===== config.mk =====
export PLATFORM = sky130hd
export DESIGN_NAME = icache_rom
export DESIGN_NICKNAME = d
export VERILOG_FILES = /design/src/rtl/icache_rom.sv
export SDC_FILE = /design/constraint.sdc
export NUM_CORES = 2
export LEC_CHECK = 0
export CAP_MARGIN = 20
export CORE_ASPECT_RATIO = 1.25
export CORE_UTILIZATION = 40
export DETAILED_ROUTE_END_ITERATION = 6
export PLACE_DENSITY = 0.64
export SLEW_MARGIN = 20
export SYNTH_ARGS = -nofsm -noshare
export SYNTH_HDL_FRONTEND = slang
export SYNTH_SLANG_ARGS = --single-unit

===== constraint.sdc =====
create_clock -name clock -period 4 [get_ports clock]
set_clock_uncertainty 0.2 [all_clocks]
set_input_delay 0.4 -clock clock [delete_from_list [all_inputs] [get_ports clock]]
set_output_delay 0.4 -clock clock [all_outputs]
set_load 0.01 [all_outputs]

===== src/rtl/icache_rom.sv =====
// rtl/icache_rom.sv - read-only direct-mapped instruction cache refilled from ROM
module icache_rom #(
    parameter int ADDR_SIZE  = 32,
    parameter int DATA_SIZE  = 32,
    parameter int LINE_WORDS = 4,
    parameter int LINES      = 16
) (
    input  logic                     clock,
    input  logic                     reset_n,
    // fetch side (cache is the secondary)
    input  logic                     wish_s_proc_cyc,
    input  logic                     wish_s_proc_stb,
    input  logic                     wish_s_proc_we,
    input  logic [DATA_SIZE/8-1:0]   wish_s_proc_sel,
    input  logic                     wish_s_proc_tgd,
    input  logic [ADDR_SIZE-1:0]     wish_s_proc_addr,
    input  logic [DATA_SIZE-1:0]     wish_s_proc_dat_o_s,
    output logic                     wish_s_proc_ack,
    output logic [DATA_SIZE-1:0]     wish_s_proc_dat_i_s,
    // ROM side (cache is the primary)
    output logic                     wish_p_rom_cyc,
    output logic                     wish_p_rom_stb,
    output logic                     wish_p_rom_we,
    output logic [DATA_SIZE/8-1:0]   wish_p_rom_sel,
    output logic                     wish_p_rom_tgd,
    output logic [ADDR_SIZE-1:0]     wish_p_rom_addr,
    output logic [DATA_SIZE-1:0]     wish_p_rom_dat_i_p,
    input  logic                     wish_p_rom_ack,
    input  logic [DATA_SIZE-1:0]     wish_p_rom_dat_o_p
);
    localparam int BYTES  = DATA_SIZE / 8;
    localparam int BYTE_W = $clog2(BYTES);
    localparam int WORD_W = $clog2(LINE_WORDS);
    localparam int CNT_W  = (LINE_WORDS > 1) ? WORD_W : 1;
    localparam int IDX_W  = $clog2(LINES);
    localparam int LSH    = BYTE_W + WORD_W;
    localparam int TAG_W  = ADDR_SIZE - LSH - IDX_W;
    localparam logic [CNT_W-1:0] LAST_WORD = CNT_W'(LINE_WORDS - 1);

    typedef enum logic [2:0] {IDLE, HIT_ACK, WR_ACK, REFILL, RESP} state_t;

    state_t                 state;
    logic [LINES-1:0]       valid;
    logic [TAG_W-1:0]       tag_mem  [LINES];
    logic [DATA_SIZE-1:0]   data_mem [LINES][LINE_WORDS];
    logic [ADDR_SIZE-1:0]   req_addr;
    logic [CNT_W-1:0]       cnt;

    function automatic logic [IDX_W-1:0] idx_of(input logic [ADDR_SIZE-1:0] a);
        return IDX_W'(a >> LSH);
    endfunction

    function automatic logic [CNT_W-1:0] word_of(input logic [ADDR_SIZE-1:0] a);
        return CNT_W'((a >> BYTE_W) & ADDR_SIZE'(LINE_WORDS - 1));
    endfunction

    function automatic logic [TAG_W-1:0] tag_of(input logic [ADDR_SIZE-1:0] a);
        return TAG_W'(a >> (LSH + IDX_W));
    endfunction

    function automatic logic [ADDR_SIZE-1:0] line_base(input logic [ADDR_SIZE-1:0] a);
        return (a >> LSH) << LSH;
    endfunction

    logic [IDX_W-1:0] proc_idx, req_idx;
    logic [CNT_W-1:0] proc_word, req_word;
    logic [TAG_W-1:0] proc_tag, req_tag;
    logic             hit, proc_req, last_ack;

    // Combinational tag lookup from the live fetch address and the latched miss address
    always_comb begin
        proc_idx  = idx_of(wish_s_proc_addr);
        proc_word = word_of(wish_s_proc_addr);
        proc_tag  = tag_of(wish_s_proc_addr);
        req_idx   = idx_of(req_addr);
        req_word  = word_of(req_addr);
        req_tag   = tag_of(req_addr);
        hit       = valid[proc_idx] && (tag_mem[proc_idx] == proc_tag);
        proc_req  = wish_s_proc_cyc && wish_s_proc_stb;
        last_ack  = wish_p_rom_cyc && wish_p_rom_ack && (cnt == LAST_WORD);
    end

    // The cache only ever issues full-width reads
    assign wish_p_rom_we      = 1'b0;
    assign wish_p_rom_sel     = '1;
    assign wish_p_rom_tgd     = 1'b0;
    assign wish_p_rom_dat_i_p = '0;

    logic unused_inputs;
    assign unused_inputs = ^{wish_s_proc_sel, wish_s_proc_tgd, wish_s_proc_dat_o_s};

    // Control FSM: hit/write acknowledge, line refill and the post-refill response
    always_ff @(posedge clock) begin
        if (!reset_n) begin
            state               <= IDLE;
            valid               <= '0;
            wish_s_proc_ack     <= 1'b0;
            wish_s_proc_dat_i_s <= '0;
            wish_p_rom_cyc      <= 1'b0;
            wish_p_rom_stb      <= 1'b0;
            wish_p_rom_addr     <= '0;
            cnt                 <= '0;
            req_addr            <= '0;
        end else begin
            case (state)
                IDLE: begin
                    wish_s_proc_ack <= 1'b0;
                    if (proc_req) begin
                        if (wish_s_proc_we) begin
                            state               <= WR_ACK;
                            wish_s_proc_ack     <= 1'b1;
                            wish_s_proc_dat_i_s <= '0;
                        end else if (hit) begin
                            state               <= HIT_ACK;
                            wish_s_proc_ack     <= 1'b1;
                            wish_s_proc_dat_i_s <= data_mem[proc_idx][proc_word];
                        end else begin
                            state           <= REFILL;
                            cnt             <= '0;
                            req_addr        <= wish_s_proc_addr;
                            wish_p_rom_cyc  <= 1'b1;
                            wish_p_rom_stb  <= 1'b1;
                            wish_p_rom_addr <= line_base(wish_s_proc_addr);
                        end
                    end
                end
                HIT_ACK, WR_ACK, RESP: begin
                    wish_s_proc_ack <= 1'b0;
                    state           <= IDLE;
                end
                REFILL: begin
                    if (wish_p_rom_cyc && wish_p_rom_ack) begin
                        data_mem[req_idx][cnt] <= wish_p_rom_dat_o_p;
                        if (last_ack) begin
                            valid[req_idx]   <= 1'b1;
                            tag_mem[req_idx] <= req_tag;
                            wish_p_rom_cyc   <= 1'b0;
                            wish_p_rom_stb   <= 1'b0;
                            cnt              <= '0;
                            if (proc_req) begin
                                // The requested word may be the one arriving right now
                                state               <= RESP;
                                wish_s_proc_ack     <= 1'b1;
                                wish_s_proc_dat_i_s <= (req_word == LAST_WORD) ? wish_p_rom_dat_o_p
                                                                               : data_mem[req_idx][req_word];
                            end else begin
                                state <= IDLE;
                            end
                        end else begin
                            cnt             <= cnt + CNT_W'(1);
                            wish_p_rom_addr <= wish_p_rom_addr + ADDR_SIZE'(BYTES);
                        end
                    end
                end
                default: state <= IDLE;
            endcase
        end
    end
endmodule


==> flow_summary.yaml <==
critical_path:
  end_kind: "register"
  crit_required_ns: 4.55
  crit_arrival_ns: 4.41
  path_class: "input pin to register"
  cp_max_fo: 45
  critPathLaunchType: "input pin"
global_route:
  grt_usage: 0.236
  grt_pass1_vias: 60697
  grt_overflow: 0
  grt_pass1_wl_mm: 464
  antenna_found_initial: 15
  grt_max_degree: 84
yosys:
  syn_area_um2: 111000
  postSynth.asyncResetShare: 0
  synth_mux_area_frac: 0.264
  seq_area_frac_synth: 0.679
  syn_inst: 5147
  synth_top_family_by_area: "multiplexers"
  synth_compound_area_frac: 0.0195
  synthSimpleGateAreaFrac: 0.0167
  syn_area_per_cell_um2: 21.6
  synth-xor-area-share: 0.00165
  synthAdderAreaFrac: 0.000563
  yosysWarnings: 0
  synth_seq_cells: 2551
  ys_types: 72
  ys.flop_type: "edfxtp_1"
  synth_edf_count: 2432
cts:
  clkTransAtPathRegs_ns: 0.06
  root_buffer: "clkbuf_16"
  cts.sinks: 2551
  cts_tree: "yes"
  clockBufferDepth: 4
  cts_made_buffers: 269
  clock_latency_ns: 0.86
  cts_max_level: 5
  post_cts_buffers: 0
timing:
  post-route-period-util: 0.965
  hold_violations: 0
  maxSlewHeadroom: 0.279
  hold_ws_ns: 0.0263
  max_freq_ghz: 0.259
  setup_viol: 0
  final_max_slew_viol_count: 0
  worst_slack_ns: 0.139
  tightest_slew_ns: 1.08
  rsz0062_at_grt: "false"
  post-route-min-period_ns: 3.86
flow_run:
  cap_viol_max_count: 0
hold_path:
  hp-class: "input pin to register"
route:
  totalWireLength_mm: 331
  first_pass_iters: 6
  route.detailed.drc: 0
  ant_nets: 0
  routed_via_density: 6.29
  avgRoutedWirePerCell_um: 34.9
  vias: 59541
  drt_iter0_markers: 7215
finish:
  area_growth_pct: 16.1
  final_common_cell: "edfxtp_1"
  drive_gt1_frac: 0.371
  nets: 5682
  final_core_util: 0.466
  nFillCells: 22594
  final_cell_mix: "edfxtp_1, mux4_2, clkbuf_16"
placed_design:
  dp_hpwl_mm: 192
  place_ws_ns: -0.0713
  place_congestion: 0.883
  port-buffer-count: 132
floorplanning:
  die_width_um: 473
  core_um2: 277000
  rows: 216
  io_pins: 212
  initial_core_util: 0.402
  die_area_um2: 280000
  dieHeight_um: 591
power_and_ir_drop:
  p_leak_nw: 39.7
  power.density_nw_per_um2: 449
  power_mw: 58.0
  ir_drop_mv: 0.319
outcome:
  status: "finished, final reports clean"
## flip-flops by register name (all words and copies together) (netlist names), named ones only
name,flops
req_addr,30
wish_p_rom_stb,1
wish_s_proc_ack,1
data_mem,2048
state,3
wish_s_proc_dat_i_s,32
valid,16
wish_p_rom_addr,30
tag_mem,384
cnt,2
## layout make-up
type | instances | area [µm²] | share of cell area
Antenna cell | 2 | 5.00 | 0.0000388
Clock buffer | 317 | 7050 | 0.0546
Clock inverter | 148 | 1400 | 0.0108
Inverter | 47 | 184 | 0.00143
Multi-Input combinational cell | 2183 | 34500 | 0.267
Sequential cell | 2551 | 75400 | 0.585
Tap cell | 3706 | 4640 | 0.0359
Timing Repair Buffer | 518 | 5870 | 0.0455
## critical path, cell delays in order
cell and delay, ns:
dlygate4sd3_1 0.58, buf_8 0.18, buf_12 0.28, buf_4 0.49
mux4_2 0.31, nand2_1 0.05, a31o_2 0.31, xnor2_1 0.15
nor4b_1 0.32, nand4b_1 0.14, buf_4 0.24, and2_2 0.24
buf_4 0.22, a211oi_1 0.34
## metrics by stage
step / area, µm² / cells / setup TNS (ns)
global placement: 120000 / 8995 / -0.567
global route: 129000 / 9471 / 0
CTS: 129000 / 9470 / 0
finish: 129000 / 9472 / 0
detailed placement: 120000 / 8995 / -0.419
floorplan: 111000 / 5185 / 0
## Yosys cell counts, types with 12 or more instances
cell	count	area (µm²)
edfxtp_1	2432	73000
mux4_2	1238	27900
clkbuf_1	209	785
nand2_1	150	563
mux2i_1	143	1430
nor2_1	121	454
dfxtp_1	119	2380
a21oi_1	90	450
buf_2	75	375
buf_1	57	214
buf_4	50	375
inv_1	47	176
nand3_1	40	200
a22o_1	39	342
a211oi_1	34	255
a22oi_1	31	233
o22ai_1	28	175
o21ai_0	25	125
a21o_1	21	158
nor3_1	18	90.1
xor2_1	13	114
buf_6	12	135
nand4_1	12	75.1
## logic make-up (layout without fill, tap and decap cells)
group / after synthesis / count (layout)
flip-flops: 2551 / 2551
other: 2 / 42
buffers and inverters: 451 / 1030
AO/OA/AOI/OAI: 321 / 321
multiplexers: 1385 / 1385
XOR/XNOR: 21 / 21
adder cells (fa/ha/maj): 5 / 5
AND/OR/NAND/NOR: 411 / 411
## path summary, 6_finish.rpt
kind                                       startpoint                      end  slack, ns  cells past startpoint
worst min-delay path            wish_p_rom_dat_o_p[7]        data_mem[11][103]       0.03                      2
worst max register to register               register   wish_s_proc_dat_i_s[7]       0.25                      8
worst max-delay path              wish_s_proc_addr[5]  wish_s_proc_dat_i_s[30]       0.14                     14
worst min register to register              valid[10]                valid[10]       0.25                      1
## routing by layer
metal	vias up	wire, µm	track usage
li1	23136	-	-
met1	32281	120000	0.305
met2	3405	164000	0.391
met3	717	30000	0.0419
met4	2	16500	0.105
met5	-	12	0
## repair_timing
item	in CTS	in global routing
setup endpoints to repair	0	14
hold buffers	10	0
gates resized for setup	0	3
hold endpoints to repair	176	0
## report_power, final
| part | internal, mW | total [mW] | switching [mW] |
|---|---|---|---|
| Combinational | 1.96 | 4.11 | 2.14 |
| Sequential | 29.3 | 29.5 | 0.183 |
| Clock | 13.9 | 24.4 | 10.5 |
| Total | 45.1 | 58.0 | 12.8 |
No activity file was read; power rests on OpenSTA's default activity.
